## src/rtl/lcd_sched_pkg.sv

```systemverilog
// Shared types and constants for the LCD frame scheduler.
package lcd_sched_pkg;

    // Characters in one full-screen frame (16x2 display).
    localparam int unsigned LCD_NCHAR = 32;

    // Display source indices; these also select the character mux input.
    localparam int unsigned SRC_CLOCK     = 0;
    localparam int unsigned SRC_STOPWATCH = 1;
    localparam int unsigned SRC_TIMER     = 2;
    localparam int unsigned SRC_ALARM     = 3;

    // Frame sequencing states.
    typedef enum logic [1:0] {
        IDLE,
        SETUP,
        SEND,
        GAP
    } sched_state_t;

endpackage

```

## src/rtl/lcd_refresh_timer.sv

```systemverilog
// Saturating idle-tick counter; due_o flags that a forced redraw is owed.
module lcd_refresh_timer #(
    parameter int unsigned MAX_COUNT = 500
) (
    input  logic clk_i,
    input  logic rst_ni,
    input  logic clr_i,
    input  logic inc_i,
    output logic due_o
);

    localparam int unsigned CNT_W = (MAX_COUNT < 2) ? 1 : $clog2(MAX_COUNT + 1);
    localparam logic [CNT_W-1:0] CNT_MAX = CNT_W'(MAX_COUNT);

    logic [CNT_W-1:0] cnt_q, cnt_d;

    // Next count: clear wins, otherwise count up and stop at the limit.
    always_comb begin
        cnt_d = cnt_q;
        if (clr_i) begin
            cnt_d = '0;
        end else if (inc_i && (cnt_q != CNT_MAX)) begin
            cnt_d = cnt_q + CNT_W'(1);
        end
    end

    // Counter register.
    always_ff @(posedge clk_i or negedge rst_ni) begin
        if (!rst_ni) begin
            cnt_q <= '0;
        end else begin
            cnt_q <= cnt_d;
        end
    end

    // A zero limit disables forced refresh entirely.
    assign due_o = (MAX_COUNT != 0) && (cnt_q == CNT_MAX);

endmodule

```

## src/rtl/lcd_frame_scheduler.sv

```systemverilog
// Arbitrates the 16x2 LCD between display sources and streams one
// 32-character frame per redraw over a valid/ready handshake.
module lcd_frame_scheduler
    import lcd_sched_pkg::*;
#(
    parameter int unsigned NSRC          = 4,
    parameter int unsigned NCHAR         = LCD_NCHAR,
    parameter int unsigned OVL_SRC       = SRC_ALARM,
    parameter int unsigned REFRESH_TICKS = 500,
    parameter int unsigned GAP_TICKS     = 2
) (
    input  logic            clk_1k,
    input  logic            rst_n,
    input  logic [NSRC-1:0] src_toggle,
    input  logic [1:0]      fg_sel,
    input  logic            ovl_req,
    input  logic            char_ready,
    output logic            char_valid,
    output logic [4:0]      char_idx,
    output logic [1:0]      mux_sel,
    output logic            frame_busy,
    output logic            frame_done
);

    localparam logic [4:0]  LAST_IDX = 5'(NCHAR - 1);
    localparam int unsigned GAP_LAST = (GAP_TICKS > 0) ? GAP_TICKS - 1 : 0;
    localparam int unsigned GAP_W    = (GAP_LAST < 1) ? 1 : $clog2(GAP_LAST + 1);

    sched_state_t     state_q;
    logic [NSRC-1:0]  prev_tog_q, prev_tog_d;
    logic [NSRC-1:0]  pending_q, pending_d;
    logic [NSRC-1:0]  tog_edge;
    logic [1:0]       cur_src_q;
    logic [1:0]       last_src_q;
    logic             drawn_q;
    logic [4:0]       idx_q;
    logic             valid_q;
    logic             busy_q;
    logic             done_q;
    logic [GAP_W-1:0] gap_cnt_q;

    logic [1:0] eff;
    logic       refresh_due;
    logic       start_req;
    logic       gap_last;

    assign eff = ovl_req ? 2'(OVL_SRC) : fg_sel;

    // Request edges and pending set; SETUP drops every request, but an
    // edge landing in that same cycle is OR-ed in after the clear.
    always_comb begin
        prev_tog_d = src_toggle;
        tog_edge   = src_toggle ^ prev_tog_q;
        pending_d  = ((state_q == SETUP) ? '0 : pending_q) | tog_edge;
    end

    // Toggle history and pending-request registers.
    always_ff @(posedge clk_1k or negedge rst_n) begin
        if (!rst_n) begin
            prev_tog_q <= '0;
            pending_q  <= '0;
        end else begin
            prev_tog_q <= prev_tog_d;
            pending_q  <= pending_d;
        end
    end

    lcd_refresh_timer #(
        .MAX_COUNT (REFRESH_TICKS)
    ) u_refresh (
        .clk_i  (clk_1k),
        .rst_ni (rst_n),
        .clr_i  (state_q == SETUP),
        .inc_i  ((state_q == IDLE) || (state_q == GAP)),
        .due_o  (refresh_due)
    );

    assign start_req = pending_q[eff] || refresh_due || !drawn_q || (eff != last_src_q);

    // GAP always spends at least one cycle so frame_done has a home.
    assign gap_last = (GAP_TICKS <= 1) || (gap_cnt_q == GAP_W'(GAP_LAST));

    // Frame sequencer with registered handshake and status outputs.
    always_ff @(posedge clk_1k or negedge rst_n) begin
        if (!rst_n) begin
            state_q    <= IDLE;
            cur_src_q  <= 2'(SRC_CLOCK);
            last_src_q <= 2'(SRC_CLOCK);
            drawn_q    <= 1'b0;
            idx_q      <= '0;
            valid_q    <= 1'b0;
            busy_q     <= 1'b0;
            done_q     <= 1'b0;
            gap_cnt_q  <= '0;
        end else begin
            done_q <= 1'b0;
            case (state_q)
                IDLE: begin
                    if (start_req) begin
                        busy_q  <= 1'b1;
                        state_q <= SETUP;
                    end
                end
                SETUP: begin
                    cur_src_q <= eff;
                    idx_q     <= '0;
                    valid_q   <= 1'b1;
                    state_q   <= SEND;
                end
                SEND: begin
                    if (char_ready) begin
                        if (eff != cur_src_q) begin
                            // Ownership moved: finish this handshake, then abort silently.
                            valid_q   <= 1'b0;
                            busy_q    <= 1'b0;
                            gap_cnt_q <= '0;
                            state_q   <= GAP;
                        end else if (idx_q == LAST_IDX) begin
                            valid_q    <= 1'b0;
                            busy_q     <= 1'b0;
                            done_q     <= 1'b1;
                            last_src_q <= cur_src_q;
                            drawn_q    <= 1'b1;
                            gap_cnt_q  <= '0;
                            state_q    <= GAP;
                        end else begin
                            idx_q <= idx_q + 5'd1;
                        end
                    end
                end
                GAP: begin
                    if (gap_last) begin
                        state_q <= IDLE;
                    end else begin
                        gap_cnt_q <= gap_cnt_q + GAP_W'(1);
                    end
                end
                default: state_q <= IDLE;
            endcase
        end
    end

    assign char_valid = valid_q;
    assign char_idx   = idx_q;
    assign mux_sel    = cur_src_q;
    assign frame_busy = busy_q;
    assign frame_done = done_q;

endmodule

```

## config.mk

```make
export PLATFORM = sky130hd
export DESIGN_NAME = lcd_frame_scheduler
export DESIGN_NICKNAME = d
export VERILOG_FILES = /design/src/rtl/lcd_sched_pkg.sv /design/src/rtl/lcd_refresh_timer.sv /design/src/rtl/lcd_frame_scheduler.sv
export SDC_FILE = /design/constraint.sdc
export NUM_CORES = 1
export LEC_CHECK = 0
export CELL_PAD_IN_SITES_DETAIL_PLACEMENT = 1
export CELL_PAD_IN_SITES_GLOBAL_PLACEMENT = 1
export CORE_ASPECT_RATIO = 0.7
export CORE_MARGIN = 2
export CORE_UTILIZATION = 35
export DETAILED_ROUTE_END_ITERATION = 10
export GPL_ROUTABILITY_DRIVEN = 1
export GPL_TIMING_DRIVEN = 0
export MAX_ROUTING_LAYER = met4
export PLACE_DENSITY = 0.72
export RECOVER_POWER = 25
export SYNTH_ARGS = -nofsm -noshare
export SYNTH_HDL_FRONTEND = slang
export SYNTH_SLANG_ARGS = --single-unit
```

## constraint.sdc

```tcl
create_clock -name clk_1k -period 1.8 [get_ports clk_1k]
set_clock_uncertainty 0.1 [all_clocks]
set_input_delay 0.36 -clock clk_1k [delete_from_list [all_inputs] [get_ports clk_1k]]
set_output_delay 0.36 -clock clk_1k [all_outputs]
set_load 0.02 [all_outputs]
```

# After elaboration in Yosys (flattened, before gate mapping)
# Index checks and enable logic that the tools add are counted.
classes:
  n_reduce_logical: 17
  n_eq_ne: 14
  n_mux: 28
  order_cmp: 1
  n_bitwise: 3
  n_addsub: 3
op_table:
  columns: ["operator", "n"]
  rows:
  - ["9-bit 2-to-1 mux", 2]
  - ["4-bit AND reduction", 4]
  - ["5-bit 2-to-1 mux", 3]
  - ["2-bit 2-to-1 mux", 6]
  - ["1-bit 2-to-1 mux", 10]
  - ["2-bit != test (second input constant)", 5]
  - ["5-bit case mux with 2 select lines", 1]
  - ["9-bit by 1-bit adder with 9-bit output (second input constant)", 1]
  - ["9-bit == test (second input constant)", 1]
  - ["9-bit != test (second input constant)", 1]
  - ["2-bit case mux with 4 select lines", 1]
  - ["2-bit nonzero test", 4]
  - ["1-bit case mux with 2 select lines", 3]
  - ["3-bit AND reduction", 2]
  - ["5-bit by 1-bit adder with 5-bit output (second input constant)", 1]
  - ["5-bit == test (second input constant)", 1]
  - ["2-bit == test (second input constant)", 2]
  - ["1-bit logical OR", 4]
  - ["4-bit 2-to-1 mux", 1]
  - ["2-bit != test", 2]
  - ["4-bit bitwise OR", 1]
  - ["4-bit bitwise XOR", 1]
  - ["2-bit by 3-bit < comparator with 1-bit output (second input constant)", 1]
  - ["3-bit != test (second input constant)", 1]
  - ["other kinds (7)", 7]
word_totals:
  in_bits: 10
  output_inout_bits: 10
  regBits: 33

# Logic depth before layout (Yosys ltp)
depth:
  word_depth: 8
  ltp_mapped: 7
  ltp_nobuf: 7

# By module
# From an unflattened synthesis, not the netlist that was laid out.
unflattened:
  hier_cells: 163
  area_unflattened_um2: 1745.4
by_module_without_submodules:
  columns: ["module", "area_each_um2", "n_inst", "cells_each"]
  rows:
  - ["lcd_frame_scheduler", 1239.9, 1, 110]
  - ["lcd_refresh_timer", 505.5, 1, 53]

# Worst setup path after synthesis
# No wires, ideal clock.
synth_path:
  path_kind: "reg2reg"
  start: "reg cur_src_q[1], in the netlist mux_sel[1]"
  end: "reg state_q[1]"
  path_slack_ns: -0.185
  path_stages_with_launch: 6
  t_arrival_ns: 1.760
  n_path_buf: 0
  synth_period_minus_slack_ns: 1.985
  path_cell_list: "dfrtp_1 > and2_4 > o31ai_4 > a21oi_2 > a221oi_2 > mux2_4"
synth_between:
  elab_chain_cells: 4
synth_rtl:
  columns: ["element", "line_no", "text"]
  rows:
  - ["from (decl)", "lcd_frame_scheduler.sv:33", "logic [1:0] cur_src_q;"]
  - ["from (signal assigned)", "lcd_frame_scheduler.sv:87", "cur_src_q <= 2'(SRC_CLOCK);"]
  - ["2-bit != test (*)", "lcd_frame_scheduler.sv:112", "if (eff != cur_src_q) begin"]
  - ["2-bit 2-to-1 mux", "lcd_frame_scheduler.sv:112", null]
  - ["2-bit 2-to-1 mux", "lcd_frame_scheduler.sv:111", "if (char_ready) begin"]
  - ["2-bit case mux with 4 select lines", "lcd_frame_scheduler.sv:97", "case (state_q)"]
  - ["to (signal assigned)", "lcd_frame_scheduler.sv:101", "state_q <= SETUP;"]
  - ["to (signal assigned)", "lcd_frame_scheduler.sv:108", "state_q <= SEND;"]
  - ["to (signal assigned)", "lcd_frame_scheduler.sv:117", "state_q <= GAP;"]
  - ["to (decl)", "lcd_frame_scheduler.sv:29", "sched_state_t state_q;"]
# Mark *: on every way between the ends. The rest lies on a longest branch, timed or not. The select of a mux whose other input is x is not followed.
# A chain may end at the register's enable or synchronous reset.

# Final worst setup path
layout_path:
  start: "reg cur_src_q[1], in the netlist mux_sel[1]"
  end: "reg idx_q[3], in the netlist char_idx[3]"
layout_between:
  elab_chain_cells: 3
layout_rtl:
  columns: ["element", "line_no", "text"]
  rows:
  - ["2-bit != test", "lcd_frame_scheduler.sv:112", null]
  - ["2-bit != test (no source line)", null, null]
  - ["4-bit AND reduction (no source line)", null, null]
  - ["to (signal assigned)", "lcd_frame_scheduler.sv:127", "idx_q <= idx_q + 5'd1;"]
  - ["to (decl)", "lcd_frame_scheduler.sv:36", "logic [4:0] idx_q;"]
# Every way passes these cells.

==> reports/metrics.cfg <==
[sta]
slew_margin_rel_pct = 43.6
achievable-frequency_mhz = 509
hold_violations = 0
worst_hold_slack_ns = 0.0487
worst-slew-pin-transition_ns = 0.847
period_minus_slack_ns = 1.96
finalMaxSlewViolations = 0
finalSetupViolations = 10
grt_setup_unrepaired = yes
finalCritPeriodShare_pct = 109
final.setup.worst_slack_ns = -0.163

[clock_network]
cts.root.buffer_cell = sky130_fd_sc_hd__clkbuf_8
worst_setup_hold_path_clk_slew_ns = 0.08
cts_max_path_buffers = 2
cts_tree = done
insertion_delay_ns = 0.30
numCtsBuffers = 5
postCtsHoldBufs = 0
htree_num_levels = 2
clock_sink_count = 33

[grt]
first_global_vias = 1383
pin_count_of_the_biggest_net_entering_global_routing = 34
grt.total_usage_pct = 17.7
grt_overflow = 0
grt_first_pass_wirelength_um = 6740
grt_antenna_before_repair = 0

[pwr]
worst_ir_drop_vdd_mv = 0.723
power_density_mw_per_mm2 = 1430
cellLeakagePower_nw = 1.06
finalPower_mw = 3.30

[placed_design]
io_buffers = 19
post-dp-hpwl_um = 2810
post_dp_cell_area_mm2 = 0.00196
globalplace.congestion = 0.786

[floorplan]
floorplan.io_pins = 20
dieArea_mm2 = 0.00534
floorplan.initialDensity_pct = 37.4
floorplan.rows = 20
die_height_um = 61.8
die_width_um = 86.5
floorplan.core_area_mm2 = 0.00445

[routing]
drt_wl_total_um = 4270
via_per_inst = 5.16
avgRoutedWirePerCell_um = 16.8
dr_total_vias = 1310
drc_violation_count_after_routing = 0
drt_pre_antenna_iters = 2
drtIter0Drc = 53
route.antenna.remaining_nets = 0

[yosys]
synthesis.area_mm2 = 0.00167
synthFlopType = sky130_fd_sc_hd__dfrtp_1
number_of_enable_type_register_cells_in_the_synthesized_netlist = 0
netlist_instances = 154
synth_async_sr_flop_share_pct = 100
syn_nets = 172
post_synth.cell_area_avg_um2 = 10.8
synth.yosys.warnings = 0
post-synth-top-area-cell = sky130_fd_sc_hd__dfrtp_1
distinct_cell_type_count_after_synthesis = 39
portion_of_the_post_synthesis_area_used_by_sequential_elements_pct = 49.5
synth_top_area_share_pct = 49.5
postSynthRegisterBits = 33
synth_area_leaders = sky130_fd_sc_hd__dfrtp_1, sky130_fd_sc_hd__ha_1, sky130_fd_sc_hd__xor2_1, sky130_fd_sc_hd__nand2_1, sky130_fd_sc_hd__nor2_1

[critical_path]
cp.required_ns = 1.88
critPathKind = flip-flop to flip-flop
critical_path.max_fanout = 5
endpoint_kind_of_the_worst_setup_timing_path = flip-flop
rr_worst_depth = 7
startpoint_type = flip-flop
setup.reg_to_reg.worst_slack_ns = -0.16
worstPathArrival_ns = 2.04
crit-reg2reg-launch = mux_sel[1]
r2r_end = char_idx[3]

[job]
max_cap_viols = 0

[finish]
n_antenna_cell = 0
post_route_cells_drive_above_1_share_pct = 31.7
finish.instance_area_mm2 = 0.00231
fin_nets = 216
syn_to_final_growth_pct = 38.6

[run_status]
violations = setup timing
outcome = finished with violations

[worst_hold_path]
hold_path.class = input pin to async pin

## state kept, by name, summed over array words and instances (netlist names)
name	count
pending_q	4
prev_tog_q	4
u_refresh.cnt_q	9
frame_busy	1
mux_sel	2
gap_cnt_q	1
drawn_q	1
frame_done	1
char_idx	5
state_q	2
last_src_q	2
char_valid	1
## power breakdown
| group | switching [mW] | internal (mW) |
|---|---|---|
| combinational | 0.772 | 0.751 |
| clock | 0.305 | 0.414 |
| sequential | 0.146 | 0.914 |
## routing by layer
layer,GRT usage (%),vias up,routed length (µm)
met4,7.37,0,71
met5,-,-,0
li1,-,622,-
met3,4.89,10,159
met2,27.0,20,1990
met1,22.7,658,2050
## placed cells by master, fill, tap and decap left out, types with 2 or more instances in the layout
cell and instances:
sky130_fd_sc_hd__xnor2_1 5, sky130_fd_sc_hd__buf_4 14, sky130_fd_sc_hd__dlygate4sd3_1 4, sky130_fd_sc_hd__ha_2 2, sky130_fd_sc_hd__inv_2 2, sky130_fd_sc_hd__clkdlybuf4s50_1 5, sky130_fd_sc_hd__and2_4 2, sky130_fd_sc_hd__o21ai_2 3
sky130_fd_sc_hd__ha_1 4, sky130_fd_sc_hd__nand4_1 5, sky130_fd_sc_hd__dfrtp_1 29, sky130_fd_sc_hd__clkbuf_8 5, sky130_fd_sc_hd__dfrtp_2 4, sky130_fd_sc_hd__ha_4 2, sky130_fd_sc_hd__nand3_1 2, sky130_fd_sc_hd__nor2_1 15
sky130_fd_sc_hd__or3_1 2, sky130_fd_sc_hd__clkbuf_2 2, sky130_fd_sc_hd__a41oi_4 2, sky130_fd_sc_hd__mux2i_1 3, sky130_fd_sc_hd__dlymetal6s2s_1 2, sky130_fd_sc_hd__dlygate4sd2_1 6, sky130_fd_sc_hd__o21ai_0 6, sky130_fd_sc_hd__mux2_4 2
sky130_fd_sc_hd__nand2_1 15, sky130_fd_sc_hd__buf_6 5, sky130_fd_sc_hd__inv_1 10, sky130_fd_sc_hd__nor2b_1 2, sky130_fd_sc_hd__a21oi_1 4, sky130_fd_sc_hd__a211o_1 2, sky130_fd_sc_hd__and3_4 2, sky130_fd_sc_hd__xor2_1 7
## synth_stat cells (2+ instances only)
cell,number
sky130_fd_sc_hd__dfrtp_1,33
sky130_fd_sc_hd__nand2_1,16
sky130_fd_sc_hd__nor2_1,15
sky130_fd_sc_hd__inv_1,12
sky130_fd_sc_hd__o21ai_0,9
sky130_fd_sc_hd__ha_1,8
sky130_fd_sc_hd__xor2_1,7
sky130_fd_sc_hd__xnor2_1,6
sky130_fd_sc_hd__a21oi_1,5
sky130_fd_sc_hd__nand4_1,5
sky130_fd_sc_hd__mux2i_1,3
sky130_fd_sc_hd__a211o_1,2
sky130_fd_sc_hd__a41oi_1,2
sky130_fd_sc_hd__and3_1,2
sky130_fd_sc_hd__clkbuf_1,2
sky130_fd_sc_hd__nand3_1,2
sky130_fd_sc_hd__nor2b_1,2
sky130_fd_sc_hd__or3_1,2
## timing repair
| item | 4_1_cts | 5_1_grt |
|---|---|---|
| resized for setup | 16 | 21 |
| endpoints found under the setup margin | 22 | 25 |
| buffers inserted | 15 | 3 |
| pin swaps | 6 | 9 |
| gates cloned | 0 | 0 |
## per-stage QoR
stage | TNS (ns) | utilization (%) | std cells | setup slack [ns]
floorplan | -0.128 | - | 154 | -0.128
global placement | -19.13 | 44.2 | 228 | -0.695
detailed placement | -6.50 | 44.0 | 228 | -0.715
CTS | -0.990 | 50.1 | 251 | -0.159
global route | -1.97 | 51.9 | 254 | -0.253
finish | -1.04 | 51.9 | 254 | -0.163
## area by class of cell
type / instances / area (µm²)
inverters: 12 / 45.0
repair buffers: 37 / 334
multi-input cells: 107 / 908
plain buffers: 2 / 8.76
clock inverters: 3 / 46.3
flip-flops and latches: 33 / 831
well taps: 55 / 68.8
clock buffers: 5 / 68.8
fillers: 487 / 2140
## how the worst max path moves through the flow
stage	startpoint	endpoint	slack (ns)	depth (start not counted)
floorplan	mux_sel[1]	state_q[1]	-0.13	5
global placement	ovl_req	state_q[1]	-0.69	6
detailed placement	ovl_req	state_q[1]	-0.71	6
CTS	mux_sel[1]	state_q[1]	-0.16	5
global route	mux_sel[1]	char_idx[3]	-0.25	7
finish	mux_sel[1]	char_idx[3]	-0.16	7
## worst max-delay path: stages, from the launching register on
cell and delay (ns):
sky130_fd_sc_hd__dfrtp_2 0.45, sky130_fd_sc_hd__buf_6 0.13, sky130_fd_sc_hd__nor4b_4 0.25, sky130_fd_sc_hd__o31ai_4 0.13, sky130_fd_sc_hd__buf_6 0.15, sky130_fd_sc_hd__a211oi_4 0.32
sky130_fd_sc_hd__nand4_1 0.16, sky130_fd_sc_hd__mux2i_1 0.15
## cells by family after synthesis
group	count (synthesis)	synth area share, %
adder cells (fa/ha/maj)	8	6.00
flip-flops	33	49.5
multiplexers	6	4.05
buffers and inverters	14	3.15
AO/OA/AOI/OAI	28	13.8
XOR/XNOR	13	6.83
AND/OR/NAND/NOR	52	16.7
Note: power is estimated with default switching activity, not from simulation.
